<file path="src/rtl/key_loader_if.sv">
// Key-delivery interface: start/serial-bit handshake from the key store and
// the committed parallel key bus plus status flags toward the locked core.
// The slave modport is the key_loader itself; the master modport is the key source.
interface key_loader_if #(
    parameter int KEY_W = 2
);
    logic             KEY_LD;
    logic             KEY_SV;
    logic             KEY_SI;
    logic             KEY_SR;
    logic [KEY_W-1:0] D;
    logic             KEY_VLD;
    logic             KEY_ERR;
    logic             LOCKOUT;

    modport master (
        output KEY_LD, KEY_SV, KEY_SI,
        input  KEY_SR, D, KEY_VLD, KEY_ERR, LOCKOUT
    );

    modport slave (
        input  KEY_LD, KEY_SV, KEY_SI,
        output KEY_SR, D, KEY_VLD, KEY_ERR, LOCKOUT
    );
endinterface

</file>
<file path="src/rtl/key_loader.sv">
// key_loader: serial key-delivery controller for locked netlists.
// A key arrives LSB first, is assembled in a shadow register, validated and
// committed to D in a single step, so D never shows a partially shifted key.
// Optional feature macro KEY_ALLOW_CHECK_EN: enables the pairwise key check,
// the saturating fail counter and the permanent lockout. Without it every
// completed load passes, and KEY_ERR / LOCKOUT are tied low.
module key_loader #(
    parameter int KEY_W    = 2,
    parameter int MAX_FAIL = 3
) (
    input logic         CK,
    input logic         RST,
    key_loader_if.slave kif
);
    localparam int CNT_W = (KEY_W > 2) ? $clog2(KEY_W) : 1;

    localparam logic [1:0] IDLE  = 2'd0;
    localparam logic [1:0] SHIFT = 2'd1;
    localparam logic [1:0] CHECK = 2'd2;
    localparam logic [1:0] LOCK  = 2'd3;

    logic [1:0]       state;
    logic [CNT_W-1:0] bit_cnt;
    logic [KEY_W-1:0] shadow;
    logic [KEY_W-1:0] d_q;
    logic             vld_q;

`ifdef KEY_ALLOW_CHECK_EN
    localparam int FAIL_W = $clog2(MAX_FAIL + 1);

    logic [FAIL_W-1:0] fail_cnt;
    logic              err_q;
    logic              lockout_q;
    logic              key_ok;

    // A key is acceptable only if every bit pair (2i, 2i+1) is 00 or 11.
    always_comb begin
        key_ok = 1'b1;
        for (int i = 0; i < KEY_W / 2; i++) begin
            if (shadow[2*i] != shadow[2*i+1]) begin
                key_ok = 1'b0;
            end
        end
    end

    // Failure bookkeeping: error flag, saturating fail counter and lockout flag.
    always_ff @(posedge CK) begin
        if (RST) begin
            err_q     <= 1'b0;
            lockout_q <= 1'b0;
            fail_cnt  <= '0;
        end else if (state == CHECK) begin
            if (key_ok) begin
                err_q <= 1'b0;
            end else begin
                err_q <= 1'b1;
                if (fail_cnt != FAIL_W'(MAX_FAIL)) begin
                    fail_cnt <= fail_cnt + FAIL_W'(1);
                end
                if (fail_cnt == FAIL_W'(MAX_FAIL - 1)) begin
                    lockout_q <= 1'b1;
                end
            end
        end
    end

    assign kif.KEY_ERR = err_q;
    assign kif.LOCKOUT = lockout_q;
`else
    assign kif.KEY_ERR = 1'b0;
    assign kif.LOCKOUT = 1'b0;
`endif

    // Load sequencing: shift bits into the shadow register, then commit or reject.
    always_ff @(posedge CK) begin
        if (RST) begin
            state   <= IDLE;
            bit_cnt <= '0;
            shadow  <= '0;
            d_q     <= '0;
            vld_q   <= 1'b0;
        end else begin
            case (state)
                IDLE: begin
                    if (kif.KEY_LD) begin
                        state   <= SHIFT;
                        bit_cnt <= '0;
                        shadow  <= '0;
                    end
                end
                SHIFT: begin
                    if (kif.KEY_SV) begin
                        shadow[bit_cnt] <= kif.KEY_SI;
                        if (bit_cnt == CNT_W'(KEY_W - 1)) begin
                            state <= CHECK;
                        end else begin
                            bit_cnt <= bit_cnt + CNT_W'(1);
                        end
                    end
                end
                CHECK: begin
`ifdef KEY_ALLOW_CHECK_EN
                    if (key_ok) begin
                        d_q   <= shadow;
                        vld_q <= 1'b1;
                        state <= IDLE;
                    end else if (fail_cnt == FAIL_W'(MAX_FAIL - 1)) begin
                        d_q   <= '0;
                        vld_q <= 1'b0;
                        state <= LOCK;
                    end else begin
                        state <= IDLE;
                    end
`else
                    d_q   <= shadow;
                    vld_q <= 1'b1;
                    state <= IDLE;
`endif
                end
                LOCK: begin
                    d_q   <= '0;
                    vld_q <= 1'b0;
                end
                default: begin
                    state <= IDLE;
                end
            endcase
        end
    end

    assign kif.KEY_SR  = (state == SHIFT);
    assign kif.D       = d_q;
    assign kif.KEY_VLD = vld_q;
endmodule

</file>
<file path="src/flat_wrapper.sv">
// flat-port wrapper written by rule: the top's interface ports become plain ports
module key_loader_flat 
#(
    parameter int KEY_W    = 2,
    parameter int MAX_FAIL = 3
)
  (CK, RST, kif_KEY_LD, kif_KEY_SV, kif_KEY_SI, kif_KEY_SR, kif_D, kif_KEY_VLD, kif_KEY_ERR, kif_LOCKOUT);
  key_loader_if #(.KEY_W(KEY_W)) kif_i ();
  input logic CK;
  input logic RST;
  input wire logic [$bits(kif_i.KEY_LD)-1:0] kif_KEY_LD;
  input wire logic [$bits(kif_i.KEY_SV)-1:0] kif_KEY_SV;
  input wire logic [$bits(kif_i.KEY_SI)-1:0] kif_KEY_SI;
  output wire logic [$bits(kif_i.KEY_SR)-1:0] kif_KEY_SR;
  output wire logic [$bits(kif_i.D)-1:0] kif_D;
  output wire logic [$bits(kif_i.KEY_VLD)-1:0] kif_KEY_VLD;
  output wire logic [$bits(kif_i.KEY_ERR)-1:0] kif_KEY_ERR;
  output wire logic [$bits(kif_i.LOCKOUT)-1:0] kif_LOCKOUT;
  assign kif_i.KEY_LD = kif_KEY_LD;
  assign kif_i.KEY_SV = kif_KEY_SV;
  assign kif_i.KEY_SI = kif_KEY_SI;
  assign kif_KEY_SR = kif_i.KEY_SR;
  assign kif_D = kif_i.D;
  assign kif_KEY_VLD = kif_i.KEY_VLD;
  assign kif_KEY_ERR = kif_i.KEY_ERR;
  assign kif_LOCKOUT = kif_i.LOCKOUT;
  key_loader #(.KEY_W(KEY_W), .MAX_FAIL(MAX_FAIL)) u_core (.CK(CK), .RST(RST), .kif(kif_i));
endmodule
</file>
<file path="config.mk">
export PLATFORM = sky130hd
export DESIGN_NAME = key_loader_flat
export DESIGN_NICKNAME = d
export VERILOG_FILES = /design/src/rtl/key_loader_if.sv /design/src/rtl/key_loader.sv /design/src/flat_wrapper.sv
export SDC_FILE = /design/constraint.sdc
export NUM_CORES = 1
export LEC_CHECK = 0
export CORE_AREA = 4 4 41 43
export DETAILED_ROUTE_END_ITERATION = 8
export DIE_AREA = 0 0 45 47
export HOLD_SLACK_MARGIN = 0.02
export PLACE_DENSITY_LB_ADDON = 0.2
export SLEW_MARGIN = 20
export SYNTH_ARGS = -nofsm -noshare
export SYNTH_HDL_FRONTEND = slang
export SYNTH_SLANG_ARGS = --single-unit
</file>
<file path="constraint.sdc">
create_clock -name CK -period 1.7 [get_ports CK]
set_input_delay 0.255 -clock CK [delete_from_list [all_inputs] [get_ports CK]]
set_output_delay 0.255 -clock CK [all_outputs]
set_load 0.05 [all_outputs]
</file>
==> impl_results.md <==
- Status: finished, final reports clean
- Clk_lat worst skew: 0.25 ns
- Routed wire length: 849 µm
- Final Max Slew Viols: 0
- Post-CTS Setup Bufs: 0
- Crit-path slowest cell: dfxtp_1
- Routability cong.: 0.729
- Final antenna-violating net count: 0
- HPWL Detailed: ~690 µm
- Yosys top cell by area: dfxtp_1
- Number of synthesized register bits: 8
- Tcrit/Tclk final: 0.925
- Die footprint: roughly 2100 µm²
- Post-Layout Inst Area: 608 µm²
- Peak VDD IR: about 0.00075 V
- Largest net degree at the start of global routing: 7
- Nets: 74
- WL/cell: about 11 µm
- Most common cell after layout, fill and taps aside: dfxtp_1
- Top cell type's share of synthesized area: 0.342
- Hold WS: approximately 0.48 ns
- Unrepaired setup endpoints after global routing: false
- Unique masters post-synth: 21
- Critical Path, Cell by Cell: inv_1 -> ha_1 -> nor2b_4 -> nor4_4 -> mux2_1
- Place WS: just under 0.07 ns
- Startpoint class of the critical path: flip-flop
- Vias: ~370
- Avg Cell Area, Syn: around 9.5 µm²
- Die height: between 40 and 50 µm
- Leakage power: 0.251 nW
- Hold buffer count at cts: 0
- Commonest non-fill, non-tap cells in the layout: 8 x dfxtp_1, 7 x buf_4, 5 x inv_1
- DRT Pass-1 Iters: 2
- CTS buffer count: 3
- Clk slew on worst S/H paths: about 0.05 ns
- Critical Path Max Stage Delay: approximately 0.37 ns
- CP arrival: between 1.5 and 2 ns
- Crit path kind: flip-flop to flip-flop
- Number of global-route vias before repair: about 370
- Gate Count Post-Synth: around 50
- Die X-Extent: about 45 µm
- Synth warn: 0
- N_diodes: 0
- CTS tree: built
- Initial antenna violation count: 0
- Mapped Area: approximately 470 µm²
- Total negative setup slack: 0 ns
- IO Port Bufs: 8
- Max Cap Viol: 0
- Ranking of synthesized cells by area: dfxtp_1 34%, ha_1 13%, mux2i_1 6.4%, nor4_4 4.5%, nor3_1 4.3%
- Crit. End Element: flip-flop
- Share of cells above drive strength 1: 0.242
- Worst Path Max Fanout: 4
- GRT overflow: 0
- Fin. Hold Viols: 0
- Setup ws final: roughly 0.13 ns
- First-pass GRT wire length: between 1 and 1.5 mm
- Fin cells: 77
- Starting Density: 0.360
- Clk root buf: clkbuf_4
- Final setup fails: 0
- Crit path required time: approximately 1.8 ns
- Final Critical Period: roughly 1.6 ns
- Rows: 13
- DRC viols: 0
- PwrDens: around 1600 nW/µm²
- Clock net sink count: 8
- HP Class: flip-flop to flip-flop
- Sequential cell area fraction in the yosys report: 0.342
- Syn-to-layout area delta: 29.9%
- Post-CTS Resized: 0
- Fmax: 0.636 GHz
- Clk buf depth: 2
- # H-tree levels: 1
- IO Count: 11
- Clock Skew: about 0.0013 ns
- GRT Resource Usage Total: 0.102
- Crit path max-delay family: simple AND/OR/NAND/NOR gates
- Vias per cell: around 4.8
- Inst Count DP: 74
- DRT iter0 DRCs: 9
- Cell Area, Placed: 586 µm²
- Core Area: between 1000 and 1500 µm²
- CP bufs+invs: 1
per-stage QoR:
stage	utilization	power, mW
floorplan	-	0.622
global placement	0.450	0.804
detailed placement	0.450	0.801
CTS	0.467	0.953
global route	0.467	1.02
finish	0.467	0.943
final timing paths:
path / startpoint / endpoint / slack [ns] / cells past startpoint
setup reg to reg: u_core.state[1] / u_core.state[0] / 0.13 / 5
hold / removal: u_core.shadow[1] / u_core.shadow[1] / 0.48 / 2
setup / recovery: u_core.state[1] / u_core.state[0] / 0.13 / 5
hold reg to reg: u_core.shadow[1] / u_core.shadow[1] / 0.48 / 2
sequential cells by signal (all words and copies together) (netlist names):
name / cells
u_core.state: 2
u_core.kif.KEY_VLD: 1
u_core.bit_cnt: 1
u_core.shadow: 2
u_core.kif.D: 2
synthesized netlist by cell type:
cell	instances
nor4_4	1
nor2_1	4
nor2b_4	1
mux2i_1	3
inv_1	5
buf_2	1
nor3_1	4
ha_1	5
nor4_1	1
nand2b_1	3
nand2_1	1
nor2b_2	1
buf_4	2
mux2_1	1
dfxtp_1	8
nor2b_1	1
a2111oi_0	1
o32ai_1	2
conb_1	1
nand4bb_1	1
a21oi_1	2
worst register-to-register path: stages (launching register included):
cell     delay (ns)
dfxtp_1        0.37
inv_1          0.10
ha_1           0.21
nor2b_4        0.15
nor4_4         0.30
mux2_1         0.34
layer usage:
layer	GRT usage	part of all wire	vias to the layer above
li1	-	-	193
met1	0.121	0.47	167
met2	0.147	0.45	7
met3	0.0575	0.065	2
met4	0.0526	0.012	0
met5	0	0	-
cell families after synthesis:
family                   count (synthesis)  share of synthesized area
flip-flops                               8                      0.342
other                                    1                    0.00801
multiplexers                             4                     0.0882
adder cells (fa/ha/maj)                  5                      0.134
buffers and inverters                    8                     0.0829
AND/OR/NAND/NOR                         18                      0.267
AO/OA/AOI/OAI                            5                     0.0776
area by class of cell:
cell class,instances,area (µm²)
multi-input cells,34,275
flip-flops and latches,8,160
inverters,5,18.8
clock buffers,3,22.5
repair buffers,12,113
well taps,15,18.8
fillers,134,693
report_power, final:
part	switching (mW)	internal, mW	total [mW]
Clock	0.0638	0.0807	0.145
Sequential	0.0224	0.219	0.241
Combinational	0.285	0.272	0.557
(Power assumes the default switching activity.)
